`src/rtl/prgrom_access_scheduler_if.sv`:
```
// rtl/prgrom_access_scheduler_if.sv - fetch, UART loader and program memory signals of the access scheduler
interface prgrom_access_scheduler_if #(
  parameter int ADDR_WIDTH = 14,
  parameter int DATA_WIDTH = 32
);
  logic                  iLoadRequest;
  logic                  iUartWordValid;
  logic [DATA_WIDTH-1:0] iUartWordData;
  logic                  iUartDone;
  logic                  oUartWordReady;
  logic [ADDR_WIDTH-1:0] iFetchAddr;
  logic [DATA_WIDTH-1:0] oFetchInstruction;
  logic [DATA_WIDTH-1:0] iRomReadData;
  logic [ADDR_WIDTH-1:0] oRomAddr;
  logic [DATA_WIDTH-1:0] oRomWriteData;
  logic                  oRomWriteEnable;
  logic                  oCpuHold;
  logic [ADDR_WIDTH:0]   oLoadedWords;
  logic [1:0]            oMode;

  modport slave (
    input  iLoadRequest, iUartWordValid, iUartWordData, iUartDone,
           iFetchAddr, iRomReadData,
    output oUartWordReady, oFetchInstruction, oRomAddr, oRomWriteData,
           oRomWriteEnable, oCpuHold, oLoadedWords, oMode
  );

  modport master (
    output iLoadRequest, iUartWordValid, iUartWordData, iUartDone,
           iFetchAddr, iRomReadData,
    input  oUartWordReady, oFetchInstruction, oRomAddr, oRomWriteData,
           oRomWriteEnable, oCpuHold, oLoadedWords, oMode
  );
endinterface

```
`src/rtl/prgrom_access_scheduler.sv`:
```
// rtl/prgrom_access_scheduler.sv - time-shares program memory between CPU fetch and the UART program loader
module prgrom_access_scheduler #(
  parameter int ADDR_WIDTH     = 14,
  parameter int DATA_WIDTH     = 32,
  parameter int RELEASE_CYCLES = 4
) (
  input logic                      iCpuClock,
  input logic                      iCpuReset,
  prgrom_access_scheduler_if.slave bus
);
  localparam logic [1:0] MODE_RUN     = 2'd0;
  localparam logic [1:0] MODE_DRAIN   = 2'd1;
  localparam logic [1:0] MODE_LOAD    = 2'd2;
  localparam logic [1:0] MODE_RELEASE = 2'd3;

  localparam int              REL_W    = (RELEASE_CYCLES > 1) ? $clog2(RELEASE_CYCLES) : 1;
  localparam logic [REL_W-1:0] REL_LAST = REL_W'(RELEASE_CYCLES - 1);

  logic [1:0]            mode;
  logic [ADDR_WIDTH:0]   wrPtr;
  logic [ADDR_WIDTH-1:0] wrAddr;
  logic [DATA_WIDTH-1:0] wrData;
  logic                  wrPending;
  logic                  doneLatched;
  logic [REL_W-1:0]      relCount;
  logic                  memFull;
  logic                  wordReady;
  logic                  handshake;
  logic                  loadEnd;

  // The extra pointer bit marks a completely filled memory, so the pointer never wraps.
  assign memFull   = wrPtr[ADDR_WIDTH];
  assign wordReady = (mode == MODE_LOAD) && !wrPending && !memFull;
  assign handshake = wordReady && bus.iUartWordValid;
  // Loading ends on a cycle that accepts nothing new; a strobe active now completes at this edge.
  assign loadEnd   = !handshake && (doneLatched || bus.iUartDone || memFull);

  // Mode sequencing, release countdown and remembering a done flag that arrived with a word.
  always_ff @(posedge iCpuClock or posedge iCpuReset) begin
    if (iCpuReset) begin
      mode        <= MODE_RUN;
      relCount    <= '0;
      doneLatched <= 1'b0;
    end else begin
      case (mode)
        MODE_RUN: begin
          if (bus.iLoadRequest) mode <= MODE_DRAIN;
        end
        MODE_DRAIN: begin
          doneLatched <= 1'b0;
          mode        <= MODE_LOAD;
        end
        MODE_LOAD: begin
          if (handshake && bus.iUartDone) doneLatched <= 1'b1;
          if (loadEnd) begin
            mode     <= MODE_RELEASE;
            relCount <= '0;
          end
        end
        default: begin
          if (relCount != REL_LAST) relCount <= relCount + 1'b1;
          else if (!bus.iLoadRequest) mode <= MODE_RUN;
        end
      endcase
    end
  end

  // Write pointer and the one-cycle delayed write strobe capturing each accepted word.
  always_ff @(posedge iCpuClock or posedge iCpuReset) begin
    if (iCpuReset) begin
      wrPtr     <= '0;
      wrAddr    <= '0;
      wrData    <= '0;
      wrPending <= 1'b0;
    end else begin
      wrPending <= handshake;
      if (mode == MODE_DRAIN) begin
        wrPtr <= '0;
      end else if (handshake) begin
        wrPtr  <= wrPtr + (ADDR_WIDTH+1)'(1);
        wrAddr <= wrPtr[ADDR_WIDTH-1:0];
        wrData <= bus.iUartWordData;
      end
    end
  end

  assign bus.oRomAddr          = (mode == MODE_RUN) ? bus.iFetchAddr :
                                 wrPending          ? wrAddr         : wrPtr[ADDR_WIDTH-1:0];
  assign bus.oFetchInstruction = (mode == MODE_RUN) ? bus.iRomReadData : '0;
  assign bus.oRomWriteData     = wrData;
  assign bus.oRomWriteEnable   = wrPending;
  assign bus.oUartWordReady    = wordReady;
  assign bus.oCpuHold          = (mode != MODE_RUN);
  assign bus.oLoadedWords      = wrPtr;
  assign bus.oMode             = mode;
endmodule

```
`src/flat_wrapper.sv`:
```
// flat-port wrapper written by rule: the top's interface ports become plain ports
module prgrom_access_scheduler_flat 
#(
  parameter int ADDR_WIDTH     = 14,
  parameter int DATA_WIDTH     = 32,
  parameter int RELEASE_CYCLES = 4
)
  (iCpuClock, iCpuReset, bus_iLoadRequest, bus_iUartWordValid, bus_iUartWordData, bus_iUartDone, bus_iFetchAddr, bus_iRomReadData, bus_oUartWordReady, bus_oFetchInstruction, bus_oRomAddr, bus_oRomWriteData, bus_oRomWriteEnable, bus_oCpuHold, bus_oLoadedWords, bus_oMode);
  prgrom_access_scheduler_if #(.ADDR_WIDTH(ADDR_WIDTH), .DATA_WIDTH(DATA_WIDTH)) bus_i ();
  input logic iCpuClock;
  input logic iCpuReset;
  input wire logic [$bits(bus_i.iLoadRequest)-1:0] bus_iLoadRequest;
  input wire logic [$bits(bus_i.iUartWordValid)-1:0] bus_iUartWordValid;
  input wire logic [$bits(bus_i.iUartWordData)-1:0] bus_iUartWordData;
  input wire logic [$bits(bus_i.iUartDone)-1:0] bus_iUartDone;
  input wire logic [$bits(bus_i.iFetchAddr)-1:0] bus_iFetchAddr;
  input wire logic [$bits(bus_i.iRomReadData)-1:0] bus_iRomReadData;
  output wire logic [$bits(bus_i.oUartWordReady)-1:0] bus_oUartWordReady;
  output wire logic [$bits(bus_i.oFetchInstruction)-1:0] bus_oFetchInstruction;
  output wire logic [$bits(bus_i.oRomAddr)-1:0] bus_oRomAddr;
  output wire logic [$bits(bus_i.oRomWriteData)-1:0] bus_oRomWriteData;
  output wire logic [$bits(bus_i.oRomWriteEnable)-1:0] bus_oRomWriteEnable;
  output wire logic [$bits(bus_i.oCpuHold)-1:0] bus_oCpuHold;
  output wire logic [$bits(bus_i.oLoadedWords)-1:0] bus_oLoadedWords;
  output wire logic [$bits(bus_i.oMode)-1:0] bus_oMode;
  assign bus_i.iLoadRequest = bus_iLoadRequest;
  assign bus_i.iUartWordValid = bus_iUartWordValid;
  assign bus_i.iUartWordData = bus_iUartWordData;
  assign bus_i.iUartDone = bus_iUartDone;
  assign bus_i.iFetchAddr = bus_iFetchAddr;
  assign bus_i.iRomReadData = bus_iRomReadData;
  assign bus_oUartWordReady = bus_i.oUartWordReady;
  assign bus_oFetchInstruction = bus_i.oFetchInstruction;
  assign bus_oRomAddr = bus_i.oRomAddr;
  assign bus_oRomWriteData = bus_i.oRomWriteData;
  assign bus_oRomWriteEnable = bus_i.oRomWriteEnable;
  assign bus_oCpuHold = bus_i.oCpuHold;
  assign bus_oLoadedWords = bus_i.oLoadedWords;
  assign bus_oMode = bus_i.oMode;
  prgrom_access_scheduler #(.ADDR_WIDTH(ADDR_WIDTH), .DATA_WIDTH(DATA_WIDTH), .RELEASE_CYCLES(RELEASE_CYCLES)) u_core (.iCpuClock(iCpuClock), .iCpuReset(iCpuReset), .bus(bus_i));
endmodule
```
`config.mk`:
```
export PLATFORM = sky130hd
export DESIGN_NAME = prgrom_access_scheduler_flat
export DESIGN_NICKNAME = d
export VERILOG_FILES = /design/src/rtl/prgrom_access_scheduler_if.sv /design/src/rtl/prgrom_access_scheduler.sv /design/src/flat_wrapper.sv
export SDC_FILE = /design/constraint.sdc
export NUM_CORES = 1
export LEC_CHECK = 0
export ABC_AREA = 1
export CORE_ASPECT_RATIO = 1.5
export CORE_UTILIZATION = 38
export DETAILED_ROUTE_END_ITERATION = 8
export PLACE_DENSITY = 0.77
export SKIP_CTS_REPAIR_TIMING = 1
export SLEW_MARGIN = 20
export SYNTH_ARGS = -nofsm -noshare
export SYNTH_HDL_FRONTEND = slang
export SYNTH_SLANG_ARGS = --single-unit
```
`constraint.sdc`:
```
create_clock -name iCpuClock -period 3.2 [get_ports iCpuClock]
set_clock_uncertainty 0.1 [all_clocks]
set_input_delay 0.64 -clock iCpuClock [delete_from_list [all_inputs] [get_ports iCpuClock]]
set_output_delay 0.64 -clock iCpuClock [all_outputs]
set_load 0.005 [all_outputs]
```
==> metrics.log <==
[metrics] status: completed
[metrics] count of endpoints failing hold in the final timing report: 0
[metrics] All-Layer GR Usage: between 20 and 25%
[metrics] post-synth cell types: 31
[metrics] maximum count of clock buffers along a single path: 2
[metrics] TritonCTS Sinks: 67
[metrics] CTS Root Buffer Type: sky130_fd_sc_hd__clkbuf_16
[metrics] data required time of the critical path: between 2 and 2.5 ns
[metrics] total nets after synthesis: around 570
[metrics] Most common cell on crit path: sky130_fd_sc_hd__a21oi_1
[metrics] ratio of cells with drive above 1 in the final layout: ~5.5%
[metrics] count of endpoints failing setup in the final report: 0
[metrics] wirelength, routed: a little over 10000 um
[metrics] count of buffering cells on the critical path with inverters included: 3
[metrics] worst-case vdd ir drop: 0.588 mV
[metrics] total power divided by cell area: slightly below 800 nW/um^2
[metrics] number of antenna-violating nets in the routed design: 0
[metrics] Clk pin slew, worst setup/hold paths: roughly 0.05 ns
[metrics] Remaining DRCs: 0
[metrics] Area growth, synth to finish: 59.9%
[metrics] GPL Wtd Cong: 0.843
[metrics] slowest stage delay, CP: between 0.5 and 0.6 ns
[metrics] Final Critical Period: roughly 3.0 ns
[metrics] warning count from the yosys run: 0
[metrics] # port buffers: 180
[metrics] number of instances in the synthesized netlist: ~480
[metrics] clock tree from TritonCTS: yes
[metrics] vertical die dimension: between 100 and 150 um
[metrics] vias per cell: between 4 and 5
[metrics] post-route standard cell area excluding fillers: 5660 sq um
[metrics] Tightest Pin Transition: 0.669 ns
[metrics] # fillers: 770
[metrics] core footprint: between 8000 and 9000 sq um
[metrics] maximum number of pins on one net before global-route repair: 66
[metrics] leading cell types in the layout, fill and taps excluded: 199 x sky130_fd_sc_hd__nand2_1, 180 x sky130_fd_sc_hd__clkdlybuf4s50_1, 67 x sky130_fd_sc_hd__dfrtp_1, 56 x sky130_fd_sc_hd__inv_1, 34 x sky130_fd_sc_hd__nor2_1
[metrics] sequential-to-total area share from yosys stat: 47.3%
[metrics] endpoint class of the critical path: output pin
[metrics] final cell count without fillers: roughly 770
[metrics] Leakage Power: 0.00277 uW
[metrics] cell with the largest stage delay on the worst path: sky130_fd_sc_hd__clkdlybuf4s50_1
[metrics] detailed placement HPWL: ~7600 um
[metrics] cell taking the most area after synthesis: sky130_fd_sc_hd__dfrtp_1
[metrics] row cnt: 42
[metrics] total power: about 4400 uW
[metrics] Die Footprint: between 9000 and 10000 sq um
[metrics] Clk Latency, worst-skew pair: approximately 0.32 ns
[metrics] final cycle utilization of the critical path: between 90% and 100%
[metrics] grt ovf: 0
[metrics] max_slew headroom: approximately 55%
[metrics] n_diodes: 0
[metrics] post-layout net count: around 740
[metrics] Horiz. Die Dim: around 81 um
[metrics] setup repair after global routing missed its margin: no
[metrics] Post-Syn Area: 3540 sq um
[metrics] number of max-cap violations: 0
[metrics] commonest non-fill, non-tap cell in the layout: sky130_fd_sc_hd__nand2_1
[metrics] worst min-delay path class: reg -> reg
[metrics] setup tns final: 0 ns
[metrics] crit path kind: reg -> out
[metrics] post-placement cell count: 753
[metrics] Starting DRT DRC Count: ~190
[metrics] first-pass iteration count of the detailed router: 4
[metrics] kind of start point of the critical path: flop
[metrics] top cells by area, synth: sky130_fd_sc_hd__dfrtp_1 47%, sky130_fd_sc_hd__nand2_1 21%, sky130_fd_sc_hd__inv_1 6.0%
[metrics] final core utilization: between 60% and 70%
[metrics] maximum clock frequency: ~340 MHz
[metrics] number of buffers added by the clock tree synthesis step: 9
[metrics] fraction of post-synthesis cell area in the top cell type by area: a little under half
[metrics] number of global-route vias before repair: around 3500
[metrics] count of state elements after synthesis: 67
[metrics] family of cells with the greatest summed delay on the critical path: buffers and inverters
[metrics] DP Area: around 5400 sq um
[metrics] initial antenna violation count: 0
[metrics] global-route wire length before repair: about 16000 um
[metrics] cells along the critical path: inv_1 > ha_1 > buf_4 > a21oi_1 > a21oi_1 > clkdlybuf4s50_1
[metrics] data arrival at the endpoint of the critical path: between 2 and 2.5 ns
[metrics] max-slew violations: 0
[metrics] routed len/inst: roughly 13 um
[metrics] Initial Utilization: about two fifths
[metrics] synthesized area per cell: ~7.4 sq um
[metrics] IO Count: between 150 and 200
[metrics] CTS H-Tree Depth: 3
[metrics] Crit Path Max Fanout: 38
[metrics] total via count in the routed design: 3646
[final timing paths]
path	from	endpoint	slack [ns]	cells past startpoint
setup / recovery	u_core.bus.oMode[1]$_DFFE_PP0P_	bus_oRomAddr[0]	0.24	6
hold / removal	u_core.bus.oRomWriteData[24]$_DFFE_PP0P_	u_core.bus.oRomWriteData[24]$_DFFE_PP0P_	0.38	2
setup reg to reg	u_core.bus.oMode[1]$_DFFE_PP0P_	u_core.bus.oLoadedWords[13]$_DFFE_PP0P_	0.98	8
hold reg to reg	u_core.bus.oRomWriteData[24]$_DFFE_PP0P_	u_core.bus.oRomWriteData[24]$_DFFE_PP0P_	0.38	2
max in group asynchronous	iCpuReset	u_core.wrAddr[0]$_DFFE_PP0P_	1.80	3
min in group asynchronous	iCpuReset	u_core.bus.oRomWriteData[25]$_DFFE_PP0P_	0.59	2
[power breakdown]
part | leakage (uW) | switching [uW] | total (uW) | internal [uW]
clock network | 0.000131 | 347 | 867 | 519
registers | 0.000882 | 185 | 1280 | 1090
logic | 0.00175 | 1040 | 2260 | 1210
[cell families (layout without fill, tap and decap cells)]
| kind of cell | Yosys count | after routing | synth area share [%] |
|---|---|---|---|
| buffers and inverters | 81 | 261 | 10.2 |
| AND/OR/NAND/NOR | 262 | 262 | 29.9 |
| flip-flops | 67 | 67 | 47.3 |
| multiplexers | 1 | 1 | 0.283 |
| XOR/XNOR | 3 | 3 | 0.742 |
| adder cells (fa/ha/maj) | 6 | 6 | 2.12 |
| AO/OA/AOI/OAI | 59 | 59 | 9.36 |
[cell usage after synthesis]
cell,count
sky130_fd_sc_hd__nand2_1,199
sky130_fd_sc_hd__dfrtp_1,67
sky130_fd_sc_hd__inv_1,57
sky130_fd_sc_hd__nor2_1,34
sky130_fd_sc_hd__a21oi_1,30
sky130_fd_sc_hd__nand3_1,18
sky130_fd_sc_hd__o21ai_0,15
sky130_fd_sc_hd__buf_2,6
sky130_fd_sc_hd__buf_6,6
sky130_fd_sc_hd__ha_1,6
sky130_fd_sc_hd__o21ai_2,5
sky130_fd_sc_hd__buf_1,4
sky130_fd_sc_hd__nand4_1,4
sky130_fd_sc_hd__clkbuf_1,3
sky130_fd_sc_hd__inv_2,3
sky130_fd_sc_hd__o21ai_1,3
sky130_fd_sc_hd__nor2_4,2
sky130_fd_sc_hd__o21bai_1,2
sky130_fd_sc_hd__o22ai_1,2
sky130_fd_sc_hd__xor2_1,2
sky130_fd_sc_hd__buf_4,1
sky130_fd_sc_hd__inv_4,1
sky130_fd_sc_hd__mux2i_1,1
sky130_fd_sc_hd__nand2_2,1
sky130_fd_sc_hd__nand3b_1,1
sky130_fd_sc_hd__nand4_4,1
sky130_fd_sc_hd__nor3_1,1
sky130_fd_sc_hd__o21a_1,1
sky130_fd_sc_hd__o22ai_2,1
sky130_fd_sc_hd__or2_2,1
sky130_fd_sc_hd__xnor2_1,1
[cell type report]
cell class	instances	area [sq um]	area share (%)
inverters	61	231	4.09
clock inverters	7	43.8	0.774
clock buffers	9	225	3.98
repair buffers	184	1840	32.6
flip-flops and latches	67	1680	29.6
multi-input cells	331	1500	26.5
well taps	110	138	2.43
[metrics by stage]
stage	hold slack, ns	worst slack, ns
floorplan	0.353	0.777
global placement	0.364	0.653
detailed placement	0.369	0.610
CTS	0.383	0.246
global route	0.398	0.0817
finish	0.379	0.239
[worst register-to-register path: cells and delay by family (launching register included)]
family        cells  cell delay [ns]
fa+ha+maj         1             0.28
buf+inv           3             0.85
flops             1             0.43
simple gates      4             0.44
[state kept, by name, summed over array words and instances (netlist names)]
signal and count:
u_core.doneLatched 1, u_core.bus.oRomWriteData 32, u_core.bus.oLoadedWords 15, u_core.relCount 2
u_core.bus.oMode 2, u_core.bus.oRomWriteEnable 1, u_core.wrAddr 14
[per-layer routing]
metal / up-vias / global-route usage (%) / wire (um)
li1: 1821 / - / -
met1: 1657 / 23.7 / 3850
met2: 152 / 39.0 / 5300
met3: 16 / 5.81 / 830
met4: 0 / 9.26 / 208
met5: - / 0 / 0
Note: power is estimated with default switching activity, not from simulation.
